## src/rtl/err_pwr_meter_pkg.sv

```systemverilog
// Shared types and defaults for the windowed squared-error power meter.
package err_pwr_meter_pkg;

  localparam int LFSR_LEN = 4;

  typedef enum logic [1:0] {
    ST_IDLE  = 2'd0,
    ST_RUN   = 2'd1,
    ST_DRAIN = 2'd2
  } state_t;

endpackage

```

## src/rtl/err_pwr_meter_sq_chan.sv

```systemverilog
// One error channel: S1 register holding the truncated square of a signed 1sX sample.
module err_sq_chan #(
  parameter int ERR_W = 18
) (
  input  logic                    clk,
  input  logic                    reset_n,
  input  logic                    i_en,
  input  logic signed [ERR_W-1:0] i_err,
  output logic        [ERR_W-1:0] o_sq_p1
);

  // Keep product bits [2W-2:W-1]; a square never sets the sign bit, and -2^(W-1) maps to 2^(W-1).
  function automatic logic [ERR_W-1:0] sq_trunc(input logic signed [ERR_W-1:0] e);
    logic signed [2*ERR_W-1:0] p;
    p = e * e;
    return ERR_W'(p >> (ERR_W - 1));
  endfunction

  logic [ERR_W-1:0] r_sq_p1;

  // ---- S1: square and truncate ----
  always_ff @(posedge clk or negedge reset_n) begin
    if (!reset_n) begin
      r_sq_p1 <= '0;
    end else if (i_en) begin
      r_sq_p1 <= sq_trunc(i_err);
    end
  end

  assign o_sq_p1 = r_sq_p1;

endmodule

```

## src/rtl/err_pwr_meter.sv

```systemverilog
// Multi-channel windowed squared-error power meter with valid/ready result port.
module err_pwr_meter
  import err_pwr_meter_pkg::*;
#(
  parameter int  ERR_W    = 18,
  parameter int  NCH      = 2,
  parameter int  LOG2_WIN = LFSR_LEN,
  localparam int CH_BITS  = (NCH > 1) ? $clog2(NCH) : 0,
  localparam int SUM_W    = ERR_W + CH_BITS,
  localparam int ACC_W    = SUM_W + LOG2_WIN
) (
  input  logic                 clk,
  input  logic                 reset_n,
  input  logic                 clk_en,
  input  logic [NCH*ERR_W-1:0] err_in,
  input  logic                 err_valid,
  input  logic                 start,
  input  logic                 stop,
  input  logic                 continuous,
  input  logic                 hold,
  input  logic                 clear_ovr,
  output logic [ACC_W-1:0]     res_sum,
  output logic [SUM_W-1:0]     res_mean,
  output logic                 res_valid,
  input  logic                 res_ready,
  output logic                 overrun,
  output logic                 busy
);

  state_t              r_state;
  logic                r_mode_cont;
  logic [LOG2_WIN-1:0] r_in_cnt;
  logic                r_vld_p1, r_last_p1, r_vld_p2, r_last_p2;
  logic [ERR_W-1:0]    w_sq_p1 [NCH];
  logic [SUM_W-1:0]    w_sum, r_sum_p2;
  logic [ACC_W-1:0]    r_acc, w_acc_next;
  logic [ACC_W-1:0]    r_res_sum;
  logic [SUM_W-1:0]    r_res_mean;
  logic                r_res_valid, r_overrun;
  logic                w_accept, w_stop, w_last_in, w_load;

  assign w_stop     = clk_en & stop & (r_state != ST_IDLE);
  assign w_accept   = clk_en & err_valid & (r_state == ST_RUN) & ~hold;
  assign w_last_in  = &r_in_cnt;
  assign w_load     = clk_en & r_vld_p2 & r_last_p2 & ~w_stop;
  assign w_acc_next = r_acc + ACC_W'(r_sum_p2);

  // ---- S1: per-channel squares ----
  for (genvar g = 0; g < NCH; g++) begin : g_chan
    err_sq_chan #(.ERR_W(ERR_W)) u_sq (
      .clk     (clk),
      .reset_n (reset_n),
      .i_en    (clk_en),
      .i_err   (err_in[g*ERR_W +: ERR_W]),
      .o_sq_p1 (w_sq_p1[g])
    );
  end

  always_comb begin
    w_sum = '0;
    for (int i = 0; i < NCH; i++) begin
      w_sum = w_sum + SUM_W'(w_sq_p1[i]);
    end
  end

  // ---- S2: channel sum ----
  always_ff @(posedge clk or negedge reset_n) begin
    if (!reset_n) begin
      r_sum_p2 <= '0;
    end else if (clk_en) begin
      r_sum_p2 <= w_sum;
    end
  end

  // ---- Control: FSM, sample counter, valid/last tags, accumulator ----
  always_ff @(posedge clk or negedge reset_n) begin
    if (!reset_n) begin
      r_state     <= ST_IDLE;
      r_mode_cont <= 1'b0;
      r_in_cnt    <= '0;
      r_vld_p1    <= 1'b0;
      r_last_p1   <= 1'b0;
      r_vld_p2    <= 1'b0;
      r_last_p2   <= 1'b0;
      r_acc       <= '0;
    end else if (clk_en) begin
      if (w_stop) begin
        r_state   <= ST_IDLE;
        r_in_cnt  <= '0;
        r_acc     <= '0;
        r_vld_p1  <= 1'b0;
        r_last_p1 <= 1'b0;
        r_vld_p2  <= 1'b0;
        r_last_p2 <= 1'b0;
      end else begin
        r_vld_p1  <= w_accept;
        r_last_p1 <= w_accept & w_last_in;
        r_vld_p2  <= r_vld_p1;
        r_last_p2 <= r_last_p1;
        if (w_accept) r_in_cnt <= r_in_cnt + LOG2_WIN'(1);
        if (r_vld_p2) r_acc <= r_last_p2 ? '0 : w_acc_next;
        case (r_state)
          ST_IDLE: begin
            if (start) begin
              r_state     <= ST_RUN;
              r_mode_cont <= continuous;
              r_in_cnt    <= '0;
              r_acc       <= '0;
            end
          end
          ST_RUN:   if (w_accept && w_last_in && !r_mode_cont) r_state <= ST_DRAIN;
          ST_DRAIN: if (r_vld_p2 && r_last_p2) r_state <= ST_IDLE;
          default:  r_state <= ST_IDLE;
        endcase
      end
    end
  end

  // ---- Result register: handshake and overrun run every clk ----
  always_ff @(posedge clk or negedge reset_n) begin
    if (!reset_n) begin
      r_res_sum   <= '0;
      r_res_mean  <= '0;
      r_res_valid <= 1'b0;
      r_overrun   <= 1'b0;
    end else begin
      if (w_load) begin
        r_res_sum   <= w_acc_next;
        r_res_mean  <= SUM_W'(w_acc_next >> LOG2_WIN);
        r_res_valid <= 1'b1;
      end else if (r_res_valid && res_ready) begin
        r_res_valid <= 1'b0;
      end
      if (w_load && r_res_valid && !res_ready) begin
        r_overrun <= 1'b1;
      end else if (clear_ovr) begin
        r_overrun <= 1'b0;
      end
    end
  end

  assign res_sum   = r_res_sum;
  assign res_mean  = r_res_mean;
  assign res_valid = r_res_valid;
  assign overrun   = r_overrun;
  assign busy      = (r_state != ST_IDLE);

endmodule

```

## config.mk

```make
export PLATFORM = sky130hd
export DESIGN_NAME = err_pwr_meter
export DESIGN_NICKNAME = d
export VERILOG_FILES = /design/src/rtl/err_pwr_meter_pkg.sv /design/src/rtl/err_pwr_meter_sq_chan.sv /design/src/rtl/err_pwr_meter.sv
export SDC_FILE = /design/constraint.sdc
export NUM_CORES = 2
export LEC_CHECK = 0
export CAP_MARGIN = 10
export CELL_PAD_IN_SITES_DETAIL_PLACEMENT = 1
export CELL_PAD_IN_SITES_GLOBAL_PLACEMENT = 1
export CORE_AREA = 2 2 224 226
export DETAILED_ROUTE_END_ITERATION = 8
export DIE_AREA = 0 0 226 228
export PLACE_DENSITY_LB_ADDON = 0.12
export SYNTH_ARGS = -nofsm -noshare
export SYNTH_HDL_FRONTEND = slang
export SYNTH_SLANG_ARGS = --single-unit
```

## constraint.sdc

```tcl
create_clock -name clk -period 4.48 [get_ports clk]
set_input_delay 0.672 -clock clk [delete_from_list [all_inputs] [get_ports clk]]
set_output_delay 0.672 -clock clk [all_outputs]
set_load 0.01 [all_outputs]
```

==> results.sh <==
export IMPL_crit_fanout=5
export IMPL_gp_congestion=0.870
export IMPL_critPathRequiredTime_ns=4.80
export IMPL_rsz0062_at_grt="yes"
export IMPL_slew_headroom_pct=13.0
export IMPL_finalCritPeriodShare_pct=178
export IMPL_syn_inst=2856
export IMPL_startpoint_type="input pin"
export IMPL_maxCapViolCount=0
export IMPL_initial_core_util_pct=54.2
export IMPL_post_route_cell_area_um2=35200
export IMPL_clk_pin_slew_ns=0.06
export IMPL_cts_root_buf="clkbuf_16"
export IMPL_cts_hold_buffers_added=0
export IMPL_portBuffers=90
export IMPL_final_setup_skew_ns=0.0283
export IMPL_io_pins=91
export IMPL_tightest_slew_ns=1.30
export IMPL_synth_edff_count=0
export IMPL_grt_pass1_wl_um=173000
export IMPL_dp_hpwl_um=67500
export IMPL_setup_viol=36
export IMPL_fin_crit_ns=8.00
export IMPL_maxSlewViolCount=0
export IMPL_setup_slack_ns=-3.52
export IMPL_cts_sinks=114
export IMPL_final_hold_viol_count=0
export IMPL_post_synth_instance_area_um2=26700
export IMPL_wirelength_um=150000
export IMPL_synth_top_area_share_pct=43.1
export IMPL_violations="negative setup slack"
export IMPL_synth_nets=3718
export IMPL_grt_max_degree=49
export IMPL_dpl_cell_area_um2=31500
export IMPL_vias=27200
export IMPL_viasPerCell=6.67
export IMPL_grt_pass1_vias=29700
export IMPL_synth_seq_cells=114
export IMPL_htreeDepth=4
export IMPL_end_kind="flop"
export IMPL_ys_async_sr_fraction_pct=100
export IMPL_crit_slowest_cell="fa_1"
export IMPL_criticalPathCategory="in -> reg"
export IMPL_die_h_um=228
export IMPL_ant_nets=0
export IMPL_seq_area_frac_synth_pct=10.7
export IMPL_drt_iter0_drc=3227
export IMPL_crit_family="adder cells"
export IMPL_cp_common_cell="fa_1"
export IMPL_antenna_found_initial=19
export IMPL_final_net_count=4256
export IMPL_tritoncts="yes"
export IMPL_wl_per_cell_um=36.6
export IMPL_syn_avg_cell_area_um2=9.36
export IMPL_fmaxAchievable_mhz=125
export IMPL_rows=82
export IMPL_clock_latency_ns=0.46
export IMPL_area_growth_pct=31.6
export IMPL_fp_dieArea_um2=51500
export IMPL_dr_pass1_iters=7
export IMPL_synthTopCellsByArea="fa_1 (43%), inv_1 (12%), ha_1 (11%), dfrtp_1 (11%), nand2_1 (4.3%)"
export IMPL_cts_max_path_buffers=2
export IMPL_crit_arrival_ns=8.32
export IMPL_cts_buffers=17
export IMPL_status="complete, but fails checks"
export IMPL_cp_slowest_stage_delay_ns=0.75
export IMPL_drive_above_1_share_pct=30.2
export IMPL_hold_path_class="in -> async"
export IMPL_yosysUniqueCellTypes=70
export IMPL_crit_buf_inv=9
export IMPL_grt_usage_pct=45.1
export IMPL_synth_ff_type="dfrtp_1"
export IMPL_pre_cts_slack_ns=-3.07
export IMPL_design_core_area_um2=49300
export IMPL_final_util_pct=71.3
export IMPL_route_detailed_drc=0
export IMPL_synth_top_area_cell="fa_1"
export IMPL_yosys_warnings=0
export IMPL_overflow=0
export IMPL_chipWidth_um=226
## worst reg2reg max path, delay by kind of cell (launching register included)
kind / cells / cell delay (ns)
AO/OA/AOI/OAI: 5 / 1.64
adder cells (fa/ha/maj): 2 / 0.51
buffers and inverters: 2 / 0.19
flip-flops: 1 / 0.42
AND/OR/NAND/NOR: 3 / 1.24
## area by class of cell
cell class                 instances  area [um^2]
timing repair buffer             614         5710
multi-input combinational       1788        21900
sequential                       114         2850
fill                            5248        14200
antenna                           10         25.0
inverter                         859         3250
tap                              672          841
clock inverter                     9          130
clock buffer                      21          470
## per-layer routing
| layer | vias to the layer above | share of wire (%) | GRT usage [%] |
|---|---|---|---|
| li1 | 9515 | - | - |
| met1 | 13100 | 29 | 45.1 |
| met2 | 2890 | 44 | 79.4 |
| met3 | 1670 | 13 | 9.63 |
| met4 | 28 | 14 | 38.3 |
| met5 | - | 0.36 | 0 |
## cells by family after synthesis
group	synth area share, %
flip-flops	10.7
AO/OA/AOI/OAI	6.58
XOR/XNOR	3.31
AND/OR/NAND/NOR	9.81
multiplexers	1.64
adder cells (fa/ha/maj)	54.3
buffers and inverters	13.7
## registers in the layout, summed over array words and instances (netlist names)
name / count
overrun: 1
res_sum: 23
r_in_cnt: 4
r_acc: 23
g_chan.u_sq.o_sq_p1: 36
r_sum_p2: 19
r_mode_cont: 1
r_state: 2
r_last_p2: 1
r_vld_p1: 1
res_valid: 1
r_vld_p2: 1
r_last_p1: 1
## what timing repair did
action                     in CTS  in global routing
pin swaps                     128                134
setup endpoints to repair      36                 36
resized for setup             353                301
cloned                         13                  2
setup buffers                  89                 65
## cell usage in the layout, fill, tap and decap left out, drive strengths merged, types with 8 or more instances in the layout
cell,count
inv,858
fa,576
buf,545
nand2,304
ha,240
dfrtp,114
nor2,104
xnor2,76
and2,70
a21oi,55
clkdlybuf4s50,52
o21ai,38
mux2,35
a21o,31
clkbuf,30
xor2,25
a22o,21
nand3,17
a211oi,16
nor3,16
nand2b,14
a31oi,12
diode,10
a31o,10
nor2b,10
or2,10
o211ai,9
o31ai,9
and3,9
o21a,9
o21bai,8
## cells in the mapped netlist, types with 15 or more instances
master and number:
a21o_1 31, clkbuf_1 69, a22o_1 21, dfrtp_1 114, xor2_1 25, o21ai_0 38, fa_1 576, nor2_1 104
nand3_1 17, nor3_1 16, ha_1 240, and2_1 70, a21oi_1 54, xnor2_1 76, inv_1 859, mux2_2 34
a211oi_1 15, buf_4 19, nand2_1 304
## path summary, 6_finish.rpt
path / startpoint / to / slack, ns / cells after the start
max in group asynchronous: reset_n / r_sum_p2[11] / 3.00 / 2
hold / removal: reset_n / res_sum[7] / 0.27 / 1
setup / recovery: err_in[33] / g_chan[1].u_sq.o_sq_p1[16] / -3.52 / 25
hold reg to reg: res_sum[3] / res_sum[3] / 0.53 / 2
min in group clk: res_sum[3] / res_sum[3] / 0.53 / 2
setup reg to reg: g_chan[0].u_sq.o_sq_p1[0] / r_sum_p2[16] / 0.44 / 12
## metrics by stage
stage / hold WS, ns / std cells / TNS, ns
floorplan: 0.376 / 2856 / -49.71
global placement: 0.474 / 3891 / -82.59
detailed placement: 0.477 / 3891 / -89.52
CTS: 0.298 / 4020 / -59.38
global route: 0.336 / 4080 / -96.83
finish: 0.270 / 4087 / -93.08
Power is not shown: default switching activity piles up to over one toggle a cycle in this logic, so the estimate is an artifact.
